--- src/rtl/tile_pkg.sv ---
// Shared constants, state encoding and helpers for the tile map sequencer.
// Map geometry and the "empty" tile code live here so cursor and FSM agree.
package tile_pkg;
  localparam int MAP_COLS = 20;
  localparam int MAP_ROWS = 15;
  localparam int TILE_PX  = 8;
  localparam int GUARD    = 2;
  localparam logic [7:0] SKIP_ID = 8'hFF;

  localparam int COL_W   = $clog2(MAP_COLS);
  localparam int ROW_W   = $clog2(MAP_ROWS);
  localparam int ADDR_W  = $clog2(MAP_COLS * MAP_ROWS);
  localparam int GUARD_W = $clog2(GUARD + 2);

  typedef enum logic [2:0] {
    S_IDLE,
    S_READ,
    S_WAIT_MAP,
    S_ISSUE,
    S_GUARD_WAIT,
    S_WAIT_DRW,
    S_ADVANCE,
    S_DONE
  } state_t;

  // Pixel origin of a tile index, truncated to the 8-bit screen coordinate.
  function automatic logic [7:0] px_origin(input logic [7:0] idx);
    logic [15:0] p;
    p = 16'(idx) * 16'(TILE_PX);
    return p[7:0];
  endfunction
endpackage

--- src/rtl/tile_cursor.sv ---
// Column/row walker over the tile map with a running row base, so the map
// address row*MAP_COLS+col needs only an adder.
module tile_cursor
  import tile_pkg::*;
(
  input  logic              i_clk,
  input  logic              i_reset,
  input  logic              i_clear,
  input  logic              i_advance,
  output logic [COL_W-1:0]  o_col,
  output logic [ROW_W-1:0]  o_row,
  output logic [ADDR_W-1:0] o_addr,
  output logic              o_last
);
  localparam logic [COL_W-1:0] COL_LAST = COL_W'(MAP_COLS - 1);
  localparam logic [ROW_W-1:0] ROW_LAST = ROW_W'(MAP_ROWS - 1);

  logic [COL_W-1:0]  r_col;
  logic [ROW_W-1:0]  r_row;
  logic [ADDR_W-1:0] r_row_base;

  always_ff @(posedge i_clk) begin
    if (i_reset || i_clear) begin
      r_col      <= '0;
      r_row      <= '0;
      r_row_base <= '0;
    end else if (i_advance) begin
      if (r_col == COL_LAST) begin
        r_col      <= '0;
        r_row      <= r_row + ROW_W'(1);
        r_row_base <= r_row_base + ADDR_W'(MAP_COLS);
      end else begin
        r_col <= r_col + COL_W'(1);
      end
    end
  end

  assign o_col  = r_col;
  assign o_row  = r_row;
  assign o_addr = r_row_base + ADDR_W'(r_col);
  assign o_last = (r_col == COL_LAST) && (r_row == ROW_LAST);
endmodule

--- src/rtl/tilemap_sequencer.sv ---
// Walks the tile map row-major on start and hands each non-empty tile to the
// drawer, waiting for the drawer to go idle before moving on.
module tilemap_sequencer
  import tile_pkg::*;
(
  input  logic              i_clk,
  input  logic              i_reset,
  input  logic              i_start,
  output logic [ADDR_W-1:0] o_map_rd_addr,
  input  logic [7:0]        i_map_rd_data,
  input  logic              i_drawer_idle,
  output logic [7:0]        o_tile_address,
  output logic [7:0]        o_x_pos,
  output logic [7:0]        o_y_pos,
  output logic              o_draw,
  output logic              o_busy,
  output logic              o_frame_done
);
  state_t             r_state;
  logic               r_rd_phase;
  logic [7:0]         r_map_data;
  logic [GUARD_W-1:0] r_guard;

  logic [COL_W-1:0]   w_col;
  logic [ROW_W-1:0]   w_row;
  logic [ADDR_W-1:0]  w_addr;
  logic               w_last;
  logic               w_clear;
  logic               w_advance;

  assign w_clear   = (r_state == S_IDLE) && i_start;
  assign w_advance = (r_state == S_ADVANCE);

  tile_cursor u_cursor (
    .i_clk     (i_clk),
    .i_reset   (i_reset),
    .i_clear   (w_clear),
    .i_advance (w_advance),
    .o_col     (w_col),
    .o_row     (w_row),
    .o_addr    (w_addr),
    .o_last    (w_last)
  );

  always_ff @(posedge i_clk) begin
    if (i_reset) begin
      r_state        <= S_IDLE;
      r_rd_phase     <= 1'b0;
      r_map_data     <= '0;
      r_guard        <= '0;
      o_map_rd_addr  <= '0;
      o_tile_address <= '0;
      o_x_pos        <= '0;
      o_y_pos        <= '0;
      o_draw         <= 1'b0;
      o_busy         <= 1'b0;
      o_frame_done   <= 1'b0;
    end else begin
      o_draw       <= 1'b0;
      o_frame_done <= 1'b0;
      case (r_state)
        S_IDLE: begin
          if (i_start) begin
            o_busy  <= 1'b1;
            r_state <= S_READ;
          end
        end
        S_READ: begin
          o_map_rd_addr <= w_addr;
          r_rd_phase    <= 1'b0;
          r_state       <= S_WAIT_MAP;
        end
        // First cycle lets the RAM register the address; data is valid on the second.
        S_WAIT_MAP: begin
          r_rd_phase <= 1'b1;
          if (r_rd_phase) begin
            r_map_data <= i_map_rd_data;
            r_state    <= (i_map_rd_data == SKIP_ID) ? S_ADVANCE : S_ISSUE;
          end
        end
        S_ISSUE: begin
          o_tile_address <= r_map_data;
          o_x_pos        <= px_origin(8'(w_col));
          o_y_pos        <= px_origin(8'(w_row));
          o_draw         <= 1'b1;
          r_guard        <= GUARD_W'(GUARD);
          r_state        <= (GUARD == 0) ? S_WAIT_DRW : S_GUARD_WAIT;
        end
        // The drawer may still report idle for a cycle or two after draw.
        S_GUARD_WAIT: begin
          r_guard <= r_guard - GUARD_W'(1);
          if (r_guard == GUARD_W'(1)) r_state <= S_WAIT_DRW;
        end
        S_WAIT_DRW: begin
          if (i_drawer_idle) r_state <= S_ADVANCE;
        end
        S_ADVANCE: begin
          if (w_last) begin
            o_frame_done <= 1'b1;
            r_state      <= S_DONE;
          end else begin
            r_state <= S_READ;
          end
        end
        S_DONE: begin
          o_busy  <= 1'b0;
          r_state <= S_IDLE;
        end
        default: r_state <= S_IDLE;
      endcase
    end
  end
endmodule

--- config.mk ---
export PLATFORM = sky130hd
export DESIGN_NAME = tilemap_sequencer
export DESIGN_NICKNAME = d
export VERILOG_FILES = /design/src/rtl/tile_pkg.sv /design/src/rtl/tile_cursor.sv /design/src/rtl/tilemap_sequencer.sv
export SDC_FILE = /design/constraint.sdc
export NUM_CORES = 1
export LEC_CHECK = 0
export CAP_MARGIN = 20
export CORE_MARGIN = 8
export CORE_UTILIZATION = 52
export CTS_CLUSTER_DIAMETER = 100
export DETAILED_ROUTE_END_ITERATION = 12
export PLACE_DENSITY = 0.78
export SETUP_SLACK_MARGIN = 0.4
export SYNTH_ARGS = -nofsm -noshare
export SYNTH_HDL_FRONTEND = slang
export SYNTH_SLANG_ARGS = --single-unit
--- constraint.sdc ---
create_clock -name i_clk -period 1.97 [get_ports i_clk]
set_input_delay 0.394 -clock i_clk [delete_from_list [all_inputs] [get_ports i_clk]]
set_output_delay 0.394 -clock i_clk [all_outputs]
set_load 0.02 [all_outputs]
==> metrics list <==
- Counting every sink on the clock net gives 59.
- Type of element capturing the critical path: flip-flop
- For this design the static power due to leakage is 1.447 nW.
- The number of antenna violations at the first check in global routing came to 0.
- Gate power share: 0.082
- Area after detailed placement: 3153 sq um
- Leading cell types in the layout, fill and taps excluded: sky130_fd_sc_hd__nand2_1 (68), sky130_fd_sc_hd__dfxtp_1 (49), sky130_fd_sc_hd__a21oi_1 (36), sky130_fd_sc_hd__dlygate4sd2_1 (29), sky130_fd_sc_hd__nor2_1 (23)
* Antenna fix cells: 0
- Top Ports: 48
* Number of max-cap violations: 0
- Net Switching: 618.0 uW
- For this run, the total global-route usage over all layers was measured as 0.1735.
- The region available for standard cell placement spans 5042 sq um.
- Setup repair after global routing missed its margin: true
- The average instance in the mapped netlist occupies 8.463 sq um.
- Summing all non-filler instances in the final layout gives an area of about 3500 sq um.
- Root buffer cell: sky130_fd_sc_hd__clkbuf_8
* Largest net degree at the start of global routing: 30
- DRC violations left: 0
* Die Height: 87.94 microns
- Of the total power, registers draw 0.469.
* Maximum clock path buffer count: 2
- The post-synthesis compound-gate area fraction came to 0.1506.
* Power per standard cell area: 737.7 nW/um^2
- Of the total synthesized cell area, the portion taken by AND, OR, NAND and NOR gates is 0.2464.
* Clock tree from TritonCTS: done
- Endpoint arrival time on the critical path: 1.89 ns
- Internal power consumption: about 2 mW
* Number of standard cells after synthesis: 318
- The count of nets left with antenna violations once routing finished came out at 0.
* Sequential share of the synthesized area: 0.4389
* Worst ir drop on vdd: 0.7762 mV
- Relative to the synthesized area, the layout overhead comes to 31.85%.
- Commonest non-fill, non-tap cell in the layout: sky130_fd_sc_hd__nand2_1
* Count of final hold-check violations: 0
* Detailed placement HPWL: 4294 microns
- STA classifies the critical path startpoint as a flip-flop.
- Iteration count of the initial detailed-routing pass: 7
- Proportion of layout cells with a drive suffix above 1: 0.1777
- At the later pin of the worst-skew pair, clock insertion delay measures 0.33 ns.
- Weighted congestion reported at the end of routability-driven placement: just over 0.8
- Wire length of the first global-routing pass: 10490 microns
- Final period util: 0.8382
- Setup-failing EPs final: 0
- After global routing the overflow that remains totals 0.
* Result of the run: completed
* Class of the worst hold path: reg2reg
- The H-tree generated during clock tree synthesis spans 3 levels.
* Data required time at the worst endpoint: 2.21 ns
- After synthesis the netlist holds a flip-flop and latch count of 59.
* Number of nets in the final layout: 393
- Of the total synthesized cell area, the portion taken by XOR and XNOR cells is 0.04881.
- In this run the core area contains 26 standard-cell rows.
* Top area cells in the synthesized netlist: sky130_fd_sc_hd__dfxtp_1 (44%), sky130_fd_sc_hd__nand2_1 (9.5%), sky130_fd_sc_hd__a21oi_1 (6.9%)
- Detailed routing inserted a total of 2372 vias.
* Total length of routed wires: 6693 microns
- Iter 0 DRT Violations: 131
- Post-synth top area cell: sky130_fd_sc_hd__dfxtp_1
- After synthesis, the netlist uses 47 different library cells.
* Final worst path period need: 1.651 ns
- The max-slew violation count is 0.
* Synth Area in Adders: 0.04463
- Total die area: approximately 7700 sq um
- Measured against the total synthesized area, the mux share comes to 0.007438.
* Share of the synthesized area in the top cell type: 0.4389
- The share of total power dissipated in the clock network is 0.450.
- The die is 87.94 microns wide.
* Detail-routed net length per standard cell: between 10 and 15 microns
* Number of global-route vias before repair: between 2000 and 2500
* Filler cell count: 402
- During synthesis, Yosys emitted a total of 0 warnings.
* Maximum fanout along the worst path: 4
- Clock skew after layout: 0.007613 ns
- Initial Util: 0.5337
- Static timing analysis puts the maximum clock frequency at 605.6 MHz.
- Total CTS buffers: 9
- Fraction of power spent switching nets: 0.2361
* Number of vias per cell: between 5 and 6
* Clk pin slew, worst setup/hold paths: around 0.070 ns
- IO Port Bufs: 40
- After synthesis, the largest family of logic cells by area is simple AND/OR/NAND/NOR gates.
- CP Class: reg2reg
- Setup total negative slack on the finished layout was measured at 0 ns.
- Summing every instance area after synthesis gives 2691 sq um.
[path summary, 6_finish.rpt]
kind / startpoint / endpoint / slack [ns] / cells past startpoint
worst max-delay path: u_cursor.o_col[2]$_SDFFE_PP0N_ / o_map_rd_addr[8]$_SDFFE_PP0P_ / 0.32 / 7
worst min-delay path: o_tile_address[1]$_SDFFE_PP0P_ / o_tile_address[1]$_SDFFE_PP0P_ / 0.45 / 2
worst max register to register: u_cursor.o_col[2]$_SDFFE_PP0N_ / o_map_rd_addr[8]$_SDFFE_PP0P_ / 0.32 / 7
worst min register to register: o_tile_address[1]$_SDFFE_PP0P_ / o_tile_address[1]$_SDFFE_PP0P_ / 0.45 / 2
[layout make-up]
type / count / area (sq um) / area share
Clock buffer: 11 / 131.4 / 0.03702
Clock inverter: 5 / 77.57 / 0.02186
Inverter: 6 / 22.52 / 0.006347
Multi-Input combinational cell: 235 / 1461 / 0.4118
Sequential cell: 59 / 1206 / 0.3399
Tap cell: 70 / 87.58 / 0.02468
Timing Repair Buffer: 61 / 561.8 / 0.1583
[cell families after synthesis]
kind of cell	Yosys count
fa+ha+maj	9
compound gates	68
mux	2
simple gates	134
buf+inv	30
other cells	1
xor+xnor	15
flops	59
[worst max-delay path, stage by stage, from the launching register on]
cell                        delay (ns)
sky130_fd_sc_hd__dfxtp_4          0.38
sky130_fd_sc_hd__ha_4             0.14
sky130_fd_sc_hd__inv_2            0.03
sky130_fd_sc_hd__fa_2             0.36
sky130_fd_sc_hd__nor2b_4          0.15
sky130_fd_sc_hd__o2111ai_2        0.12
sky130_fd_sc_hd__xor2_1           0.16
sky130_fd_sc_hd__a211oi_1         0.21
[metrics by stage]
step | hold WS, ns | util | setup slack, ns | total power [mW] | instances
2_1_floorplan | 0.4321 | - | 0.4159 | 1.400 | 324
3_3_place_gp | 0.4375 | 0.6253 | 0.3160 | 1.473 | 420
3_5_place_dp | 0.4456 | 0.6253 | 0.1796 | 1.475 | 420
4_1_cts | 0.4520 | 0.6764 | 0.3116 | 2.637 | 443
5_1_grt | 0.4720 | 0.7037 | 0.2343 | 2.724 | 447
6_report | 0.4503 | 0.7037 | 0.3188 | 2.618 | 447
[cell usage after synthesis, drive strengths merged]
| library cell | n |
|---|---|
| nand2 | 68 |
| dfxtp | 59 |
| a21oi | 37 |
| nor2 | 25 |
| buf | 18 |
| xnor2 | 11 |
| nor3 | 10 |
| o21ai | 9 |
| ha | 8 |
| a211oi | 7 |
| clkbuf | 6 |
| inv | 6 |
| nor2b | 5 |
| nand2b | 4 |
| nand3b | 4 |
| xor2 | 4 |
| and2 | 3 |
| nand3 | 3 |
| nor3b | 3 |
| nor4 | 3 |
| o21a | 3 |
| o21bai | 3 |
| mux2i | 2 |
| nand4 | 2 |
| a21o | 1 |
| a2bb2oi | 1 |
| a311oi | 1 |
| a31oi | 1 |
| and3b | 1 |
| conb | 1 |
| fa | 1 |
| nand4b | 1 |
| o2111ai | 1 |
| o221ai | 1 |
| o22a | 1 |
| o31ai | 1 |
| o32ai | 1 |
| or3 | 1 |
| or3b | 1 |
[layer usage]
layer  wire (microns)  share of wire  up-vias  track usage
met5                0              0        -            0
met2             3378           0.50       53       0.2839
met3              305          0.046       13      0.05253
li1                 -              -     1172            -
met4               97          0.014        0      0.07813
met1             2910           0.43     1134       0.2033
[state kept, by name (all words and copies together), names as in the netlist, 4 cells and up]
register / count
o_map_rd_addr: 9
o_tile_address: 8
r_map_data: 8
u_cursor.r_row_base: 7
o_x_pos: 5
u_cursor.o_col: 5
o_y_pos: 4
u_cursor.o_row: 4
[power by group through the flow]
stage / combinational (mW) / clock, mW / sequential (mW)
6_report: 0.214 / 1.18 / 1.23
5_1_grt: 0.231 / 1.26 / 1.23
4_1_cts: 0.210 / 1.20 / 1.23
3_5_place_dp: 0.217 / 0 / 1.26
3_3_place_gp: 0.215 / 0 / 1.26
2_1_floorplan: 0.137 / 0 / 1.26
[repair_timing]
| action | 4_1_cts | 5_1_grt |
|---|---|---|
| resized for setup | 41 | 26 |
| endpoints found under the setup margin | 43 | 50 |
| endpoints found under the hold margin | 0 | 0 |
| pin swaps | 3 | 10 |
| gates cloned | 0 | 1 |
| hold buffers | 0 | 0 |
| setup buffers | 7 | 3 |
Note: power is estimated with default switching activity, not from simulation.
